File: src/rtl/mem_bus_sequencer_pkg.sv
`default_nettype none
`ifndef W_DATA
`define W_DATA 32
`endif
// +--------------------------------------------------------------------------+
// | Module      : mem_bus_sequencer_pkg                                      |
// | Description : Shared types and constants for the memory bus sequencer:  |
// |               FSM state encoding, default NOP word, address helpers.    |
// | Ports       : none (package)                                             |
// | Revision    : 1.0 - initial release                                      |
// +--------------------------------------------------------------------------+
package mem_bus_sequencer_pkg;

   typedef enum logic [2:0] {
      S_IDLE   = 3'd0,
      S_FETCH  = 3'd1,
      S_DECIDE = 3'd2,
      S_DATA   = 3'd3,
      S_COMMIT = 3'd4
   } state_t;

   // Instruction presented to decode after reset and after a fetch timeout.
   localparam logic [`W_DATA-1:0] C_NOP_WORD = '0;

   // The bus is word addressed: byte offset bits are forced to zero.
   function automatic logic [`W_DATA-1:0] word_align(input logic [`W_DATA-1:0] addr);
      return addr & ~(`W_DATA'(3));
   endfunction

   function automatic logic is_misaligned(input logic [1:0] byte_ofs);
      return byte_ofs != 2'b00;
   endfunction

endpackage
`default_nettype wire

File: src/rtl/mem_bus_sequencer_if.sv
`default_nettype none
`ifndef W_DATA
`define W_DATA 32
`endif
// +--------------------------------------------------------------------------+
// | Module      : mem_bus_sequencer_if                                       |
// | Description : Shared memory bus with a req/ack handshake.                |
// | Ports       : req/we/addr/wdata driven by the master,                   |
// |               rdata/ack driven by the slave (memory).                    |
// | Revision    : 1.0 - initial release                                      |
// +--------------------------------------------------------------------------+
interface mem_bus_sequencer_if;
   logic               req;
   logic               we;
   logic [`W_DATA-1:0] addr;
   logic [`W_DATA-1:0] wdata;
   logic [`W_DATA-1:0] rdata;
   logic               ack;

   modport master (output req, we, addr, wdata, input rdata, ack);
   modport slave  (input req, we, addr, wdata, output rdata, ack);
endinterface
`default_nettype wire

File: src/rtl/mem_bus_sequencer_bus_timeout_ctr.sv
`default_nettype none
// +--------------------------------------------------------------------------+
// | Module      : mem_bus_sequencer_bus_timeout_ctr                          |
// | Description : Wait counter for one bus transaction. Counts cycles in    |
// |               which a request is outstanding without ack and flags the  |
// |               cycle in which the TIMEOUT-th such cycle occurs.           |
// | Ports       : clk, rst   clock / async active-high reset                 |
// |               clear_i    force count to zero                             |
// |               en_i       request outstanding and not acknowledged        |
// |               expire_o   this cycle is the last allowed wait cycle       |
// | Revision    : 1.0 - initial release                                      |
// +--------------------------------------------------------------------------+
module mem_bus_sequencer_bus_timeout_ctr #(
   parameter int TIMEOUT = 255,   // must be >= 1 and < 2**W_TO
   parameter int W_TO    = 8
) (
   input  wire logic clk,
   input  wire logic rst,
   input  wire logic clear_i,
   input  wire logic en_i,
   output logic      expire_o
);

   localparam logic [W_TO-1:0] C_LAST = W_TO'(TIMEOUT - 1);

   logic [W_TO-1:0] count_q;
   logic [W_TO-1:0] count_d;

   always_comb begin
      count_d = count_q;
      if (clear_i) begin
         count_d = '0;
      end else if (en_i) begin
         count_d = count_q + W_TO'(1);
      end
   end

   always_ff @(posedge clk or posedge rst) begin
      if (rst) begin
         count_q <= '0;
      end else begin
         count_q <= count_d;
      end
   end

   // Expiry is gated by en_i so an ack in the final cycle takes priority.
   assign expire_o = en_i && (count_q == C_LAST);

endmodule
`default_nettype wire

File: src/rtl/mem_bus_sequencer.sv
`default_nettype none
`ifndef W_DATA
`define W_DATA 32
`endif
// +--------------------------------------------------------------------------+
// | Module      : mem_bus_sequencer                                          |
// | Description : Multi-cycle sequencer between a single-cycle core and one |
// |               shared req/ack memory bus. Each instruction is a fetch    |
// |               followed by an optional load/store; the core is stalled   |
// |               except for exactly one commit cycle per instruction.      |
// | Ports       : clk, rst        clock / async active-high reset           |
// |               if_addr_i       program counter (fetch address)           |
// |               ir_o            latched instruction word                  |
// |               dm_req_i        decoded load/store pending                 |
// |               dm_we_i         1 = store, 0 = load                         |
// |               dm_addr_i       data address                               |
// |               dm_wdata_i      store data                                 |
// |               dm_rdata_o      latched load data                          |
// |               stall_o         PC and architectural writes held           |
// |               bus             memory bus (master side)                   |
// |               bus_err_o       sticky timeout / misalignment flag         |
// | Revision    : 1.0 - initial release                                      |
// +--------------------------------------------------------------------------+
module mem_bus_sequencer
   import mem_bus_sequencer_pkg::*;
#(
   parameter int                 TIMEOUT  = 255,
   parameter int                 W_TO     = 8,
   parameter logic [`W_DATA-1:0] NOP_WORD = C_NOP_WORD
) (
   input  wire logic               clk,
   input  wire logic               rst,
   input  wire logic [`W_DATA-1:0] if_addr_i,
   output logic      [`W_DATA-1:0] ir_o,
   input  wire logic               dm_req_i,
   input  wire logic               dm_we_i,
   input  wire logic [`W_DATA-1:0] dm_addr_i,
   input  wire logic [`W_DATA-1:0] dm_wdata_i,
   output logic      [`W_DATA-1:0] dm_rdata_o,
   output logic                    stall_o,
   mem_bus_sequencer_if.master     bus,
   output logic                    bus_err_o
);

   state_t             state_q, state_d;
   logic [`W_DATA-1:0] ir_q, ir_d;
   logic [`W_DATA-1:0] dm_rdata_q, dm_rdata_d;
   logic               bus_err_q, bus_err_d;

   logic               w_bus_active;
   logic               w_to_en;
   logic               w_to_expire;

   // The request is a pure function of state, so reset drops it
   // asynchronously together with the state register.
   assign w_bus_active = (state_q == S_FETCH) || (state_q == S_DATA);
   assign bus.req      = w_bus_active;
   assign w_to_en      = w_bus_active && !bus.ack;

   // Counter is held clear whenever no request is outstanding, which makes
   // it zero on every entry to FETCH or DATA.
   mem_bus_sequencer_bus_timeout_ctr #(
      .TIMEOUT (TIMEOUT),
      .W_TO    (W_TO)
   ) u_timeout (
      .clk      (clk),
      .rst      (rst),
      .clear_i  (!w_bus_active),
      .en_i     (w_to_en),
      .expire_o (w_to_expire)
   );

   always_comb begin
      state_d    = state_q;
      ir_d       = ir_q;
      dm_rdata_d = dm_rdata_q;
      bus_err_d  = bus_err_q;
      bus.we     = 1'b0;
      bus.addr   = '0;
      bus.wdata  = '0;
      stall_o    = 1'b1;

      case (state_q)
         S_IDLE: begin
            state_d = S_FETCH;
         end

         S_FETCH: begin
            bus.addr = word_align(if_addr_i);
            if (bus.ack) begin
               ir_d    = bus.rdata;
               state_d = S_DECIDE;
            end else if (w_to_expire) begin
               ir_d      = NOP_WORD;
               bus_err_d = 1'b1;
               state_d   = S_COMMIT;
            end
         end

         // One idle bus cycle so decode can see the new ir before dm_req
         // is sampled.
         S_DECIDE: begin
            if (dm_req_i) begin
               if (is_misaligned(dm_addr_i[1:0])) begin
                  bus_err_d = 1'b1;
                  state_d   = S_COMMIT;
               end else begin
                  state_d   = S_DATA;
               end
            end else begin
               state_d = S_COMMIT;
            end
         end

         S_DATA: begin
            bus.we    = dm_we_i;
            bus.addr  = word_align(dm_addr_i);
            bus.wdata = dm_wdata_i;
            if (bus.ack) begin
               if (!dm_we_i) begin
                  dm_rdata_d = bus.rdata;
               end
               state_d = S_COMMIT;
            end else if (w_to_expire) begin
               bus_err_d = 1'b1;
               state_d   = S_COMMIT;
            end
         end

         S_COMMIT: begin
            stall_o = 1'b0;
            state_d = S_FETCH;
         end

         default: begin
            state_d = S_IDLE;
         end
      endcase
   end

   always_ff @(posedge clk or posedge rst) begin
      if (rst) begin
         state_q    <= S_IDLE;
         ir_q       <= NOP_WORD;
         dm_rdata_q <= '0;
         bus_err_q  <= 1'b0;
      end else begin
         state_q    <= state_d;
         ir_q       <= ir_d;
         dm_rdata_q <= dm_rdata_d;
         bus_err_q  <= bus_err_d;
      end
   end

   assign ir_o       = ir_q;
   assign dm_rdata_o = dm_rdata_q;
   assign bus_err_o  = bus_err_q;

endmodule
`default_nettype wire

File: src/flat_wrapper.sv
// flat-port wrapper written by rule: the top's interface ports become plain ports
module mem_bus_sequencer_flat import mem_bus_sequencer_pkg::*;
#(
   parameter int                 TIMEOUT  = 255,
   parameter int                 W_TO     = 8,
   parameter logic [`W_DATA-1:0] NOP_WORD = C_NOP_WORD
)
  (clk, rst, if_addr_i, ir_o, dm_req_i, dm_we_i, dm_addr_i, dm_wdata_i, dm_rdata_o, stall_o, bus_err_o, bus_req, bus_we, bus_addr, bus_wdata, bus_rdata, bus_ack);
  mem_bus_sequencer_if bus_i ();
  input  wire logic clk;
  input  wire logic rst;
  input  wire logic [`W_DATA-1:0] if_addr_i;
  output logic      [`W_DATA-1:0] ir_o;
  input  wire logic dm_req_i;
  input  wire logic dm_we_i;
  input  wire logic [`W_DATA-1:0] dm_addr_i;
  input  wire logic [`W_DATA-1:0] dm_wdata_i;
  output logic      [`W_DATA-1:0] dm_rdata_o;
  output logic stall_o;
  output logic bus_err_o;
  output wire logic [$bits(bus_i.req)-1:0] bus_req;
  output wire logic [$bits(bus_i.we)-1:0] bus_we;
  output wire logic [$bits(bus_i.addr)-1:0] bus_addr;
  output wire logic [$bits(bus_i.wdata)-1:0] bus_wdata;
  input wire logic [$bits(bus_i.rdata)-1:0] bus_rdata;
  input wire logic [$bits(bus_i.ack)-1:0] bus_ack;
  assign bus_req = bus_i.req;
  assign bus_we = bus_i.we;
  assign bus_addr = bus_i.addr;
  assign bus_wdata = bus_i.wdata;
  assign bus_i.rdata = bus_rdata;
  assign bus_i.ack = bus_ack;
  mem_bus_sequencer #(.TIMEOUT(TIMEOUT), .W_TO(W_TO), .NOP_WORD(NOP_WORD)) u_core (.clk(clk), .rst(rst), .if_addr_i(if_addr_i), .ir_o(ir_o), .dm_req_i(dm_req_i), .dm_we_i(dm_we_i), .dm_addr_i(dm_addr_i), .dm_wdata_i(dm_wdata_i), .dm_rdata_o(dm_rdata_o), .stall_o(stall_o), .bus(bus_i), .bus_err_o(bus_err_o));
endmodule
File: config.mk
export PLATFORM = sky130hd
export DESIGN_NAME = mem_bus_sequencer_flat
export DESIGN_NICKNAME = d
export VERILOG_FILES = /design/src/rtl/mem_bus_sequencer_pkg.sv /design/src/rtl/mem_bus_sequencer_if.sv /design/src/rtl/mem_bus_sequencer_bus_timeout_ctr.sv /design/src/rtl/mem_bus_sequencer.sv /design/src/flat_wrapper.sv
export SDC_FILE = /design/constraint.sdc
export NUM_CORES = 1
export LEC_CHECK = 0
export ABC_CLOCK_PERIOD_IN_PS = 2900
export CELL_PAD_IN_SITES_DETAIL_PLACEMENT = 1
export CELL_PAD_IN_SITES_GLOBAL_PLACEMENT = 1
export CORE_ASPECT_RATIO = 2
export CORE_MARGIN = 2
export CORE_UTILIZATION = 25
export DETAILED_ROUTE_END_ITERATION = 10
export GPL_TIMING_DRIVEN = 0
export PLACE_DENSITY_LB_ADDON = 0.1
export SYNTH_ARGS = -nofsm -noshare
export SYNTH_HDL_FRONTEND = slang
export SYNTH_SLANG_ARGS = --single-unit
export TNS_END_PERCENT = 1
File: constraint.sdc
create_clock -name clk -period 2.9 [get_ports clk]
set_input_delay 0.58 -clock clk [delete_from_list [all_inputs] [get_ports clk]]
set_output_delay 0.58 -clock clk [all_outputs]
set_load 0.02 [all_outputs]
==> reports/results.ini, run 1 <==
[clock_tree]
clkTransAtPathRegs_ns = 0.06
clkSinkCount = 76
cts_tree = built
cts_max_path_buffers = 2
cts_buffers = 9
root_buffer = clkbuf_16
clk_latency_ns = 0.33
hold_buffers = 0
htreeDepth = 3

[layout]
diodes = 0
finalNetCount = 768
areaGrowthSynthToFinish_pct = 86.39
drive_gt1_frac = 0.1207
fin_cells = 836

[worst_setup_path]
reg2regPathDepth = 4
cp.arrival_ns = 2.21
path_max_fanout = 10
start_kind = flop
cp_data_required_time_ns = 2.32
crit_path_end_kind = output port
crit_type = flop to output port

[grt]
antenna_found_initial = 0
grt_pass1_wl_mm = 26.03
grt_start_max_net_pins = 67
first_global_vias = 4489
grt_remaining_overflow = 0
grtUsageTotal = 0.2036

[synthesis]
avgSynthCellArea_um2 = 10.84
synth-warning-count = 0
synth_top_area_cell = dfrtp_1
synthCells = 357
yosysTopAreaCellShare = 0.4914
synth_area_leaders = dfrtp_1, mux2_2, a22o_1
synth.distinct_cells = 38
syn_area_um2 = 3870
seq_area_frac_synth = 0.4914
synth-seq-cells = 76

[route]
dr.first_iter.drc_count = 81
drcViolationCount = 0
vias = 4003
drt_pass1_iterations = 4
detail_route.wirelength_mm = 16.87
wl_per_cell_um = 20.18
vias_per_cell = 4.788
postRouteAntennaNets = 0

[timing]
period_minus_slack_ns = 2.792
worst_slew_pin_slew_ns = 0.5989
tns_ns = 0
hold_violations = 0
finClkSkew_ns = 0.004873
rsz0062_at_grt = yes
maxSlewHeadroom = 0.5992
slew_viol_final = 0
finalCritPeriodShare = 0.9627
setup_viol = 0
max_freq_ghz = 0.3582

[pwr]
power_density_nw_per_um2 = 1016
irDropWorstVdd_mv = 0.5361
p_leak_nw = 3.629
total_power_mw = 7.332

[floorplanning]
chipWidth_um = 91.98
die-area_um2 = 16550
die_h_um = 180.0
ios = 265
core-area_um2 = 15210
rows = 64
initial_core_util = 0.2544

[job]
max_cap_viol_count = 0

[worst_hold_path]
min_path_type = flop to flop
whs_path_depth = 1

[placement]
dp.cells = 817
gp_congestion = 0.7846
dp_hpwl_mm = 13.72
portBuffers = 260

[outcome]
status = completed

## synthesized netlist by cell type
master,number
dfrtp_1,76
nand2b_1,34
o21ai_0,34
and2_1,33
a22oi_1,32
a22o_1,30
mux2_2,30
clkbuf_1,15
nor2_1,10
a21oi_1,7
buf_2,7
inv_1,6
buf_4,5
buf_6,3
nand2_1,3
or3_1,3
xor2_1,3
ha_1,2
mux2_1,2
nand3_1,2
o21ai_1,2
o31ai_1,2
a221o_1,1
and4bb_2,1
conb_1,1
nand3b_1,1
nand4_1,1
nand4b_1,1
nor2b_1,1
nor3_4,1
nor3b_1,1
nor3b_2,1
nor4bb_1,1
o32ai_1,1
o41ai_1,1
or2_2,1
or3b_1,1
or4_1,1
## flip-flops by register name, summed over array words and instances (netlist names)
register / count
u_core.bus_err_o: 1
u_core.dm_rdata_o: 32
u_core.state_q: 3
u_core.ir_o: 32
u_core.u_timeout.count_q: 8
## routing by layer
metal  routed length (um)  part of all wire  global-route usage  up-vias
met1                 5643              0.33              0.1916     1962
met3                 1334             0.079             0.05700       26
met5                    0                 0                   0        -
li1                     -                 -                   -     1826
met4                  565             0.033             0.08358        0
met2                 9325              0.55              0.3982      189
## where the power goes
group          internal (mW)  total (mW)  switching [mW]
sequential              1.54        1.89           0.354
combinational           2.13        4.29            2.16
clock                  0.711        1.14           0.433
total                   4.38        7.33            2.95
## critical path: stages (launching register included)
cell	delay (ns)
dfrtp_1	0.46
nand2b_2	0.28
nor2_2	0.16
clkbuf_4	0.22
a22o_1	0.15
clkdlybuf4s50_1	0.60
## cell families (layout without fill, tap and decap cells)
kind of cell,Yosys count,count (layout),synth area share
AOI/OAI and AO/OA,110,110,0.1966
xor gates and xnor gates,3,3,0.006791
DFF,76,76,0.4914
adders and majority gates,2,2,0.006465
other,1,2,0.0009690
buffers and inverters,36,316,0.04785
and+or+nand+nor,97,97,0.1568
muxes,32,32,0.09311
## what timing repair did
item | 4_1_cts | 5_1_grt
resized for setup | 16 | 48
setup endpoints to repair | 63 | 50
setup buffers | 3 | 0
pin swaps | 1 | 0
## layout make-up
class / instances / area, um^2
Multi-Input combinational cell: 246 / 1798
Inverter: 6 / 25.02
Fill cell: 1681 / 8001
Timing Repair Buffer: 264 / 2759
Clock buffer: 12 / 256.5
Clock inverter: 4 / 47.55
Buffer: 30 / 176.4
Tap cell: 198 / 247.7
Sequential cell: 76 / 1903
## path summary, 6_finish.rpt
check,start,endpoint,slack (ns)
max,u_core.state_q[2],bus_addr[9],0.11
min,u_core.bus_err_o,u_core.bus_err_o,0.48
max reg2reg,u_core.u_timeout.count_q[2],u_core.ir_o[18],0.92
min reg2reg,u_core.bus_err_o,u_core.bus_err_o,0.48
max in group asynchronous,rst,u_core.dm_rdata_o[17],1.80
min in group asynchronous,rst,u_core.ir_o[10],0.51
## stage by stage
| stage | util | area (um^2) | hold slack (ns) | worst slack, ns |
|---|---|---|---|---|
| 4_1_cts | 0.4665 | 7098 | 0.4928 | 0.02075 |
| 6_report | 0.4741 | 7213 | 0.4823 | 0.1080 |
| 3_5_place_dp | 0.4439 | 6754 | 0.4743 | -0.0008784 |
| 5_1_grt | 0.4741 | 7213 | 0.5164 | 0.00006017 |
| 2_1_floorplan | - | 3874 | 0.5061 | 0.3817 |
| 3_3_place_gp | 0.4419 | 6724 | 0.4702 | -1.041 |
## cells in the final DEF (no fill, tap or decap), drive strengths merged, types with 2 or more instances in the layout
master and count:
a21oi 7, a22o 30, a22oi 32, and2 33, buf 20, clkbuf 26
clkdlybuf4s50 210, clkinv 2, conb 2, dfrtp 76, dlygate4sd2 5, dlymetal6s2s 45
ha 2, inv 6, mux2 32, nand2 3, nand2b 34, nand3 2
nor2 10, nor3b 2, o21ai 36, o31ai 2, or3 3, xor2 3
Power figures use the tool's default switching activity.
==> run 2, diff against run 1 <==
CORE_ASPECT_RATIO = not set   (was 2)
GPL_TIMING_DRIVEN = not set   (was 0)
==> run 2 against run 1 <==
Fmax barely moved. Highest routed layer is now met5. First-iteration DRC count is 90% higher. Clock power decreased by 4%. Sequential share of layout area up 0.54 points. Final cell count is 3.1% lower. Count of clock-buffer cells in the layout up 1. Non-clock buffer count down 15. Combinational power is essentially flat. Clock skew hardly changed. Largest cell class unchanged. Critical path depth up 1. Worst hold slack gained 0.014 ns.
==> reports/results.ini, run 2 (synthesized netlist as in run 1, its figures left out) <==
[grt]
antenna_found_initial = 1  ; +1
grt_pass1_wl_mm = 24.22  ; -6.9%
grt_remaining_overflow = 0  ; unchanged
grt_start_max_net_pins = 64  ; -4.5%
first_global_vias = 4098  ; -8.7%
grtUsageTotal = 0.1904  ; -0.01316

[placement]
placedInstanceArea_um2 = 6725  ; -0.43%
gp_congestion = 0.7512  ; -4.3%
dp.cells = 791  ; -3.2%
portBuffers = 260  ; unchanged
pre_cts_ws_ns = 0.3702  ; +0.3711 ns
dp_hpwl_mm = 12.43  ; -9.4%

[floorplanning]
chipWidth_um = 128.4  ; +40%
die_h_um = 128.4  ; -29%
rows = 45  ; -30%
initial_core_util = 0.2555  ; +0.001156
die-area_um2 = 16490  ; -0.36%
core-area_um2 = 15150  ; -0.45%
ios = 265  ; unchanged

[worst_setup_path]
r2r-start = u_core.state_q[2]
cp_data_required_time_ns = 2.32  ; about the same
r2r_slack_ns = 0.91  ; about the same
cp.arrival_ns = 2.21  ; about the same
crit_type = flop to output port
path_max_fanout = 32  ; +22
crit_path_end_kind = output port
start_kind = flop
reg2regPathDepth = 4  ; unchanged
timing.rr.end = u_core.ir_o[17]
max_stage_delay_ns = 0.63  ; +0.03 ns
slowest_stage = clkdlybuf4s50_1
path_cells = inv_1 -> nor3b_4 -> buf_4 -> buf_12 -> a22o_1 -> clkdlybuf4s50_1

[worst_hold_path]
whs_path_depth = 1  ; unchanged
holdCritStartpoint = u_core.dm_rdata_o[21]
min_to = u_core.dm_rdata_o[21]
min_path_type = flop to flop

[timing]
timing.final.ws_setup_ns = 0.1072  ; -0.0008920 ns
period_minus_slack_ns = 2.793  ; +0.0008920 ns
setup_viol = 0  ; unchanged
max_freq_ghz = 0.3581  ; about the same
hold_violations = 0  ; unchanged
finalCritPeriodShare = 0.9630  ; about the same
tns_ns = 0  ; unchanged
slew_viol_final = 0  ; unchanged
finClkSkew_ns = 0.004389  ; -0.0004844 ns
worst_slew_pin_slew_ns = 0.6248  ; +0.02586 ns
maxSlewHeadroom = 0.5835  ; -0.01577
whs_ns = 0.4966  ; +0.01426 ns

[clock_tree]
cts_buffers = 9  ; unchanged
cts_tree = built
clkSinkCount = 76  ; unchanged
hold_buffers = 0  ; unchanged
clkTransAtPathRegs_ns = 0.06  ; about the same
clk_latency_ns = 0.33  ; about the same
htreeDepth = 3  ; unchanged
root_buffer = clkbuf_16
cts_max_path_buffers = 2  ; unchanged

[layout]
final_area_um2 = 7068  ; -2.0%
diodes = 0  ; unchanged
finalNetCount = 753  ; -2.0%
drive_gt1_frac = 0.1125  ; -0.008149
fill_cells = 1660  ; -1.2%
fin_cells = 810  ; -3.1%
layout_commonest_cell = clkdlybuf4s50_1
final_cell_mix = clkdlybuf4s50_1, dfrtp_1, nand2b_1, o21ai_0, and2_1
areaGrowthSynthToFinish_pct = 82.64

[route]
vias = 3821  ; -4.5%
dr.first_iter.drc_count = 154  ; +90%
drt_pass1_iterations = 5  ; +1
drcViolationCount = 0  ; unchanged
vias_per_cell = 4.717  ; -1.5%
wl_per_cell_um = 20.15  ; -0.11%
postRouteAntennaNets = 0  ; unchanged
detail_route.wirelength_mm = 16.33  ; -3.2%

[pwr]
irDropWorstVdd_mv = 0.4890  ; -8.8%
switching_share = 0.3961  ; -0.005905
combPwrFrac = 0.589  ; +0.003
power.internal_mw = 4.410  ; +0.59%
p_sw_mw = 2.892  ; -1.9%
seqPwrFrac = 0.260  ; +0.002
p_leak_nw = 2.850  ; -21%
pwr-share-clk = 0.150  ; -0.006
power_density_nw_per_um2 = 1033  ; +1.7%

[job]
max_cap_viol_count = 0  ; unchanged

[outcome]
status = completed

==> run 2: through the flow <==
| step | power [mW] | util |
|---|---|---|
| floorplan | 4.090 | - |
| global placement | 6.098 | 0.4440 |
| detailed placement | 6.197 | 0.4440 |
| CTS | 7.339 | 0.4629 |
| global route | 7.751 | 0.4667 |
| finish | 7.303 | 0.4667 |
==> run 2: worst max path at each step <==
stage	startpoint	endpoint	slack (ns)	cells past startpoint
6_report	u_core.state_q[1]	bus_addr[31]	0.11	6
2_1_floorplan	rst	u_core.bus_err_o	0.38	1
5_1_grt	u_core.state_q[1]	bus_addr[31]	-0.004	6
3_5_place_dp	u_core.state_q[1]	bus_addr[31]	0.37	5
4_1_cts	u_core.state_q[1]	bus_addr[24]	0.004	5
3_3_place_gp	u_core.state_q[1]	bus_addr[5]	0.39	5
==> run 2: area by class of cell <==
cell class	instances	area [um^2]	area share
clock inverter	2	35.03	0.004957
tap	188	235.2	0.03328
multi-input combinational	246	1813	0.2565
clock buffer	13	250.2	0.03540
sequential	76	1903	0.2693
inverter	6	22.52	0.003186
timing repair buffer	279	2809	0.3974
==> run 2: what timing repair did <==
action,4_1_cts,5_1_grt
resized for setup,0,3
setup buffers,0,2
setup endpoints to repair,0,63
==> run 2: critical path: cells and delay by family (launching register included) <==
family | cells | cell delay, ns
compound gates | 1 | 0.15
flops | 1 | 0.47
buf+inv | 4 | 1.06
simple gates | 1 | 0.21
==> run 2: routing by layer <==
| layer | GRT usage | up-vias | wire, um |
|---|---|---|---|
| li1 | - | 1798 | - |
| met1 | 0.2383 | 1910 | 6757 |
| met2 | 0.3223 | 107 | 8383 |
| met3 | 0.06861 | 4 | 1125 |
| met4 | 0.02973 | 2 | 45 |
| met5 | 0 | - | 13 |
==> run 2: power groups by stage <==
stage	clock network (mW)	registers (mW)	logic (mW)
CTS	1.13	1.91	4.30
global placement	0	1.87	4.22
finish	1.10	1.90	4.30
global route	1.18	1.97	4.60
detailed placement	0	1.92	4.28
floorplan	0	2.39	1.70
